**config.mk**
```make
export PLATFORM = sky130hd
export DESIGN_NAME = nxn_game_engine_flat
export DESIGN_NICKNAME = d
export VERILOG_FILES = /design/src/rtl/nxn_game_pkg.sv /design/src/rtl/nxn_game_engine_if.sv /design/src/rtl/nxn_win_detector.sv /design/src/rtl/nxn_game_engine.sv /design/src/flat_wrapper.sv
export SDC_FILE = /design/constraint.sdc
export NUM_CORES = 1
export LEC_CHECK = 0
export BUFFER_PORTS_ARGS = -buffer_cell sky130_fd_sc_hd__buf_2
export CAP_MARGIN = 20
export CORE_AREA = 5 5 60 62
export DETAILED_ROUTE_END_ITERATION = 6
export DIE_AREA = 0 0 65 67
export GPL_TIMING_DRIVEN = 0
export PLACE_DENSITY = 0.86
export SKIP_LAST_GASP = 1
export SYNTH_ARGS = -nofsm -noshare
export SYNTH_HDL_FRONTEND = slang
export SYNTH_HIERARCHICAL = 1
export SYNTH_SLANG_ARGS = --single-unit
```
**constraint.sdc**
```tcl
create_clock -name clock -period 5.89 [get_ports clock]
set_input_delay 0.2945 -clock clock [delete_from_list [all_inputs] [get_ports clock]]
set_output_delay 0.2945 -clock clock [all_outputs]
set_load 0.02 [all_outputs]
```
**src/rtl/nxn_game_pkg.sv**
```systemverilog
// Shared cell codes, engine states and board-geometry helpers for the N x N game engine.
package nxn_game_pkg;

    localparam logic [1:0] CELL_EMPTY = 2'b00;
    localparam logic [1:0] CELL_X     = 2'b01;
    localparam logic [1:0] CELL_O     = 2'b10;

    typedef enum logic [1:0] {
        WAIT  = 2'b00,
        CHECK = 2'b01,
        OVER  = 2'b10
    } state_t;

    function automatic int line_count(input int n);
        return 2 * n + 2;
    endfunction

    function automatic int pos_width(input int n);
        return ($clog2(n * n) < 1) ? 1 : $clog2(n * n);
    endfunction

    // Lines are numbered rows first, then columns, then the main diagonal, then the anti-diagonal.
    function automatic int line_cell(input int n, input int l, input int i);
        if (l < n)
            return l * n + i;
        else if (l < 2 * n)
            return i * n + (l - n);
        else if (l == 2 * n)
            return i * (n + 1);
        else
            return i * n + (n - 1 - i);
    endfunction

endpackage

```
**src/rtl/nxn_game_engine_if.sv**
```systemverilog
// Move handshake between the player-input front end (master) and the game engine (slave).
interface nxn_game_engine_if
    import nxn_game_pkg::*;
#(
    parameter int N = 3
);
    localparam int POS_W = pos_width(N);

    logic             move_valid;
    logic [POS_W-1:0] move_pos;
    logic             move_ready;
    logic             illegal;

    modport master (output move_valid, output move_pos, input move_ready, input illegal);
    modport slave  (input move_valid, input move_pos, output move_ready, output illegal);

endinterface

```
**src/rtl/nxn_win_detector.sv**
```systemverilog
// Combinational scan of all 2N+2 lines; reports whether any line is complete and whose it is.
module nxn_win_detector
    import nxn_game_pkg::*;
#(
    parameter int N = 3
) (
    input  logic [2*N*N-1:0] board,
    output logic             win_any,
    output logic [1:0]       win_code
);
    localparam int LINES = line_count(N);

    logic [LINES-1:0] x_line;
    logic [LINES-1:0] o_line;

    for (genvar l = 0; l < LINES; l++) begin : g_line
        localparam int HEAD = line_cell(N, l, 0);
        logic [N-1:0] same;

        for (genvar i = 0; i < N; i++) begin : g_cell
            localparam int IDX = line_cell(N, l, i);
            assign same[i] = (board[2*IDX +: 2] == board[2*HEAD +: 2]);
        end

        assign x_line[l] = (&same) && (board[2*HEAD +: 2] == CELL_X);
        assign o_line[l] = (&same) && (board[2*HEAD +: 2] == CELL_O);
    end

    // Only the player who just moved can own a complete line, so the two flags never both set.
    assign win_any  = (|x_line) || (|o_line);
    assign win_code = {|o_line, |x_line};

endmodule

```
**src/rtl/nxn_game_engine.sv**
```systemverilog
// Game engine: owns the board, alternates turns, rejects illegal moves and locks on a win or draw.
module nxn_game_engine
    import nxn_game_pkg::*;
#(
    parameter int N     = 3,
    parameter int POS_W = pos_width(N),
    parameter int CNT_W = $clog2(N * N + 1)
) (
    input  logic                 clock,
    input  logic                 reset,
    input  logic                 new_game,
    input  logic                 first_o,
    nxn_game_engine_if.slave     mv,
    output logic [2*N*N-1:0]     board,
    output logic [1:0]           turn,
    output logic                 win,
    output logic [1:0]           who,
    output logic                 draw,
    output logic [CNT_W-1:0]     move_count
);
    localparam int CELLS = N * N;

    state_t             state;
    state_t             state_next;
    logic [CELLS-1:0]   target;
    logic [2*CELLS-1:0] board_written;
    logic               legal;
    logic               det_win;
    logic [1:0]         det_code;
    logic               board_full;

    // An out-of-range position matches no cell, so it falls out as illegal with no extra compare.
    for (genvar k = 0; k < CELLS; k++) begin : g_cell
        assign target[k] = (mv.move_pos == POS_W'(k)) && (board[2*k +: 2] == CELL_EMPTY);
        assign board_written[2*k +: 2] = target[k] ? turn : board[2*k +: 2];
    end

    assign legal      = |target;
    assign board_full = (move_count == CNT_W'(CELLS));

    nxn_win_detector #(.N(N)) u_win_detector (
        .board    (board),
        .win_any  (det_win),
        .win_code (det_code)
    );

    always_ff @(posedge clock) begin
        if (reset || new_game)
            state <= WAIT;
        else
            state <= state_next;
    end

    always_comb begin
        state_next    = state;
        mv.move_ready = 1'b0;
        case (state)
            WAIT: begin
                mv.move_ready = 1'b1;
                if (mv.move_valid && legal)
                    state_next = CHECK;
            end
            CHECK:   state_next = (det_win || board_full) ? OVER : WAIT;
            OVER:    state_next = OVER;
            default: state_next = WAIT;
        endcase
    end

    // CHECK sees the board already holding the new mark, and turn still names the mover.
    always_ff @(posedge clock) begin
        if (reset || new_game) begin
            board      <= '0;
            turn       <= first_o ? CELL_O : CELL_X;
            move_count <= '0;
            mv.illegal <= 1'b0;
            win        <= 1'b0;
            who        <= CELL_EMPTY;
            draw       <= 1'b0;
        end else begin
            mv.illegal <= 1'b0;
            case (state)
                WAIT: begin
                    if (mv.move_valid) begin
                        if (legal) begin
                            board      <= board_written;
                            move_count <= move_count + CNT_W'(1);
                        end else begin
                            mv.illegal <= 1'b1;
                        end
                    end
                end
                CHECK: begin
                    if (det_win) begin
                        win  <= 1'b1;
                        who  <= det_code;
                        turn <= CELL_EMPTY;
                    end else if (board_full) begin
                        draw <= 1'b1;
                        turn <= CELL_EMPTY;
                    end else begin
                        turn <= (turn == CELL_X) ? CELL_O : CELL_X;
                    end
                end
                default: ;
            endcase
        end
    end

endmodule

```
**src/flat_wrapper.sv**
```systemverilog
// flat-port wrapper written by rule: the top's interface ports become plain ports
module nxn_game_engine_flat import nxn_game_pkg::*;
#(
    parameter int N     = 3,
    parameter int POS_W = pos_width(N),
    parameter int CNT_W = $clog2(N * N + 1)
)
  (clock, reset, new_game, first_o, board, turn, win, who, draw, move_count, mv_move_valid, mv_move_pos, mv_move_ready, mv_illegal);
  nxn_game_engine_if #(.N(N)) mv_i ();
  input  logic clock;
  input  logic reset;
  input  logic new_game;
  input  logic first_o;
  output logic [2*N*N-1:0] board;
  output logic [1:0] turn;
  output logic win;
  output logic [1:0] who;
  output logic draw;
  output logic [CNT_W-1:0] move_count;
  input wire logic [$bits(mv_i.move_valid)-1:0] mv_move_valid;
  input wire logic [$bits(mv_i.move_pos)-1:0] mv_move_pos;
  output wire logic [$bits(mv_i.move_ready)-1:0] mv_move_ready;
  output wire logic [$bits(mv_i.illegal)-1:0] mv_illegal;
  assign mv_i.move_valid = mv_move_valid;
  assign mv_i.move_pos = mv_move_pos;
  assign mv_move_ready = mv_i.move_ready;
  assign mv_illegal = mv_i.illegal;
  nxn_game_engine #(.N(N), .POS_W(POS_W), .CNT_W(CNT_W)) u_core (.clock(clock), .reset(reset), .new_game(new_game), .first_o(first_o), .mv(mv_i), .board(board), .turn(turn), .win(win), .who(who), .draw(draw), .move_count(move_count));
endmodule
```
==> results.json <==
{
  "final_min_period_over_clock_period_pct": 37.7,
  "num_rows": 20,
  "vias": 1646,
  "route.detailed.drc": 0,
  "post_drt_via_cell_ratio": 6.03,
  "post_synth_and_or_nand_nor_area_fraction_pct": 39.5,
  "core-area_mm2": 0.00298,
  "count_of_buffers_from_port_buffering": 38,
  "insertedDiodeCount": 0,
  "arrival_worst_endpoint_ns": 2.38,
  "area_added_between_synthesis_and_finish_pct": 17.1,
  "ys_async_sr_fraction_pct": 0,
  "final_layout_size_suffix_gt1_share_pct": 22.9,
  "syn-mean-instance-area_um2": 8.47,
  "grt_overflow_total": 0,
  "slowest_cell_on_the_critical_path": "sky130_fd_sc_hd__dfxtp_1",
  "drtPass1Iterations": 4,
  "number_of_synthesized_flops_with_an_enable_pin": 2,
  "yosys_register_bits": 31,
  "hp-class": "primary input to register",
  "antenna_found_initial": 0,
  "worstSetupStartpointType": "register",
  "yosys.area.top_type_share_pct": 35.3,
  "synth_flop_cell": "sky130_fd_sc_hd__dfxtp_1",
  "synth_area_mm2": 0.00164,
  "cts_root_buffer": "sky130_fd_sc_hd__clkbuf_4",
  "power.leakage_uw": 0.000770,
  "setup_viol": 0,
  "adder_cell_share_of_the_synthesized_area_pct": 1.52,
  "postSynthCellCount": 194,
  "clock_path_buffers": 2,
  "tritoncts": "yes",
  "cts_hold_repair.buffers": 0,
  "clock-sinks": 31,
  "yosys.cell_types.count": 44,
  "grt_pass1_wl_um": 6780,
  "unrepaired_setup_endpoints_after_global_routing": "no",
  "chipWidth_um": 65,
  "cp_slowest_stage_delay_ns": 0.48,
  "timing.critical_path.required_ns": 6.05,
  "globalRouteTotalUtil_pct": 20.2,
  "finalHoldViolCount": 0,
  "clock_buffer_count_from_cts": 5,
  "via_count_of_the_first_global_routing_pass": 1536,
  "num_io_pins": 39,
  "cap_viol_max_count": 0,
  "die-area_mm2": 0.00436,
  "drt-wirelength-per-cell_um": 14.9,
  "layout.cells.most_common": "sky130_fd_sc_hd__buf_2",
  "dp_hpwl_um": 2970,
  "dp_slack_ns": 3.72,
  "critPathTopFamily": "simple AND/OR/NAND/NOR gates",
  "setup.worst_path.class": "register to register",
  "synthDominantAreaCellType": "sky130_fd_sc_hd__dfxtp_1",
  "routabilityCongestion": 0.914,
  "parity_gate_share_of_the_synthesized_area_counting_xor_and_xnor_cells_pct": 0,
  "start_util_pct": 55.2,
  "num-nets-final": 250,
  "synthMuxAreaShare_pct": 0,
  "post_cts_resized": 0,
  "yosysSeqAreaShare_pct": 39.0,
  "drt-initial-drc-count": 108,
  "outcome": "finished, final reports clean",
  "yosys_warnings": 6,
  "syn-num-nets": 205,
  "slew_of_the_pin_with_the_lowest_slew_margin_ns": 0.575,
  "main_combinational_cell_family_by_area_after_synthesis": "simple AND/OR/NAND/NOR gates",
  "antenna_left": 0,
  "final_sum_of_negative_setup_slack_ns": 0,
  "insertion_delay_ns": 0.32,
  "mostFrequentLayoutCells": "39 x sky130_fd_sc_hd__buf_2, 29 x sky130_fd_sc_hd__nor2_1, 29 x sky130_fd_sc_hd__dfxtp_1",
  "timing.final.max_slew_violations": 0,
  "die_height_um": 67,
  "power_density_mw_per_mm2": 196,
  "critical_path_peak_fanout": 9,
  "clock.fmax_mhz": 450,
  "clock_tree.htree_level_count": 2,
  "postLayoutCoreUtil_pct": 64.6,
  "synth-compound-area-share_pct": 17.0,
  "post_cts_buffers": 0,
  "max-slew-margin-rel_pct": 61.5,
  "whs_ns": 0.237,
  "final_critical_path_setup_slack_ns": 3.67,
  "postRouteWirelength_um": 4070,
  "post-route-min-period_ns": 2.22,
  "ys_top_cells_by_area": "sky130_fd_sc_hd__dfxtp_1 35%, sky130_fd_sc_hd__a21oi_1 7.9%, sky130_fd_sc_hd__nor4bb_1 6.7%",
  "critical_path_buf_inv_count": 0,
  "pin_count_of_the_biggest_net_entering_global_routing": 11,
  "worst_setup_hold_path_clk_slew_ns": 0.09,
  "finalClockSkew_ns": 0.0109,
  "worst_ir_drop_vdd_mv": 0.183,
  "critical_path.cell_chain": "or2b_1 > nor2_1 > o311ai_1 > o221ai_1 > or2_1 > or2_2 > o31ai_1",
  "setup.worst_path.end_class": "register"
}
==> flip-flops by register name (all words and copies together) (netlist names) <==
name / cells
u_core/state: 2
u_core/who: 2
u_core/win: 1
u_core/draw: 1
u_core/move_count: 4
u_core/mv.illegal: 1
u_core/turn: 2
u_core/board: 18
==> logic make-up (layout without fill, tap and decap cells) <==
kind of cell	count (synthesis)	after routing
AOI/OAI and AO/OA	44	44
adders and majority gates	2	2
buffers and inverters	11	57
DFF	31	31
and+or+nand+nor	106	106
==> area by class of cell <==
| type | count | area, um^2 |
|---|---|---|
| clock buffer | 6 | 41.3 |
| clock inverter | 2 | 7.51 |
| timing repair buffer | 38 | 190 |
| tap | 33 | 41.3 |
| inverter | 4 | 15.0 |
| sequential | 31 | 641 |
| buffer | 7 | 35.0 |
| multi-input combinational | 152 | 952 |
| fill | 265 | 1050 |
==> per-stage QoR <==
step / cell area (um^2) / cells / total power (uW)
2_1_floorplan: 1640 / 194 / 254
3_3_place_gp: 1870 / 265 / 268
3_5_place_dp: 1870 / 265 / 269
4_1_cts: 1920 / 273 / 379
5_1_grt: 1920 / 273 / 393
6_report: 1920 / 273 / 376
==> report_power, final <==
| group | internal, uW | switching (uW) |
|---|---|---|
| registers | 215 | 3.60 |
| clock network | 44.1 | 67.1 |
| logic | 16.8 | 29.4 |
| total | 276 | 100 |
==> Yosys cell counts, types with 2 or more instances <==
library cell / instances
sky130_fd_sc_hd__nand2_1: 14
sky130_fd_sc_hd__or2b_1: 3
sky130_fd_sc_hd__or2_2: 2
sky130_fd_sc_hd__or3_1: 5
sky130_fd_sc_hd__nor4bb_1: 11
sky130_fd_sc_hd__a22oi_1: 2
sky130_fd_sc_hd__inv_1: 4
sky130_fd_sc_hd__nor4_2: 3
sky130_fd_sc_hd__nor2_1: 29
sky130_fd_sc_hd__o311ai_1: 5
sky130_fd_sc_hd__o21bai_1: 2
sky130_fd_sc_hd__nor2b_1: 4
sky130_fd_sc_hd__a21oi_1: 26
sky130_fd_sc_hd__edfxtp_1: 2
sky130_fd_sc_hd__nor4_1: 3
sky130_fd_sc_hd__nand2b_1: 6
sky130_fd_sc_hd__ha_1: 2
sky130_fd_sc_hd__or2_1: 2
sky130_fd_sc_hd__nor3_1: 4
sky130_fd_sc_hd__nand3_1: 6
sky130_fd_sc_hd__o221ai_1: 2
sky130_fd_sc_hd__and2b_1: 2
sky130_fd_sc_hd__and2_1: 2
sky130_fd_sc_hd__clkbuf_1: 4
sky130_fd_sc_hd__nor4b_1: 2
sky130_fd_sc_hd__dfxtp_1: 29
==> routing by layer <==
metal | wire length (um) | track usage (%)
met5 | 0 | 0
met2 | 2080 | 34.6
met3 | 276 | 4.55
met4 | 57 | 10.6
met1 | 1650 | 23.3
==> path summary, 6_finish.rpt <==
kind,from,endpoint,slack [ns],cells after the start
max,u_core/board[1],u_core/turn[1],3.67,7
min,mv_move_valid,u_core/mv.illegal,0.24,3
max reg2reg,u_core/board[1],u_core/turn[1],3.67,7
min reg2reg,u_core/who[1],u_core/who[1],0.46,2
==> worst reg2reg max path: cells and delay by family (launching register included) <==
kind	cells	cell delay, ns
AOI/OAI and AO/OA	3	0.67
DFF	1	0.48
and+or+nand+nor	4	0.92
Power figures use the tool's default switching activity.
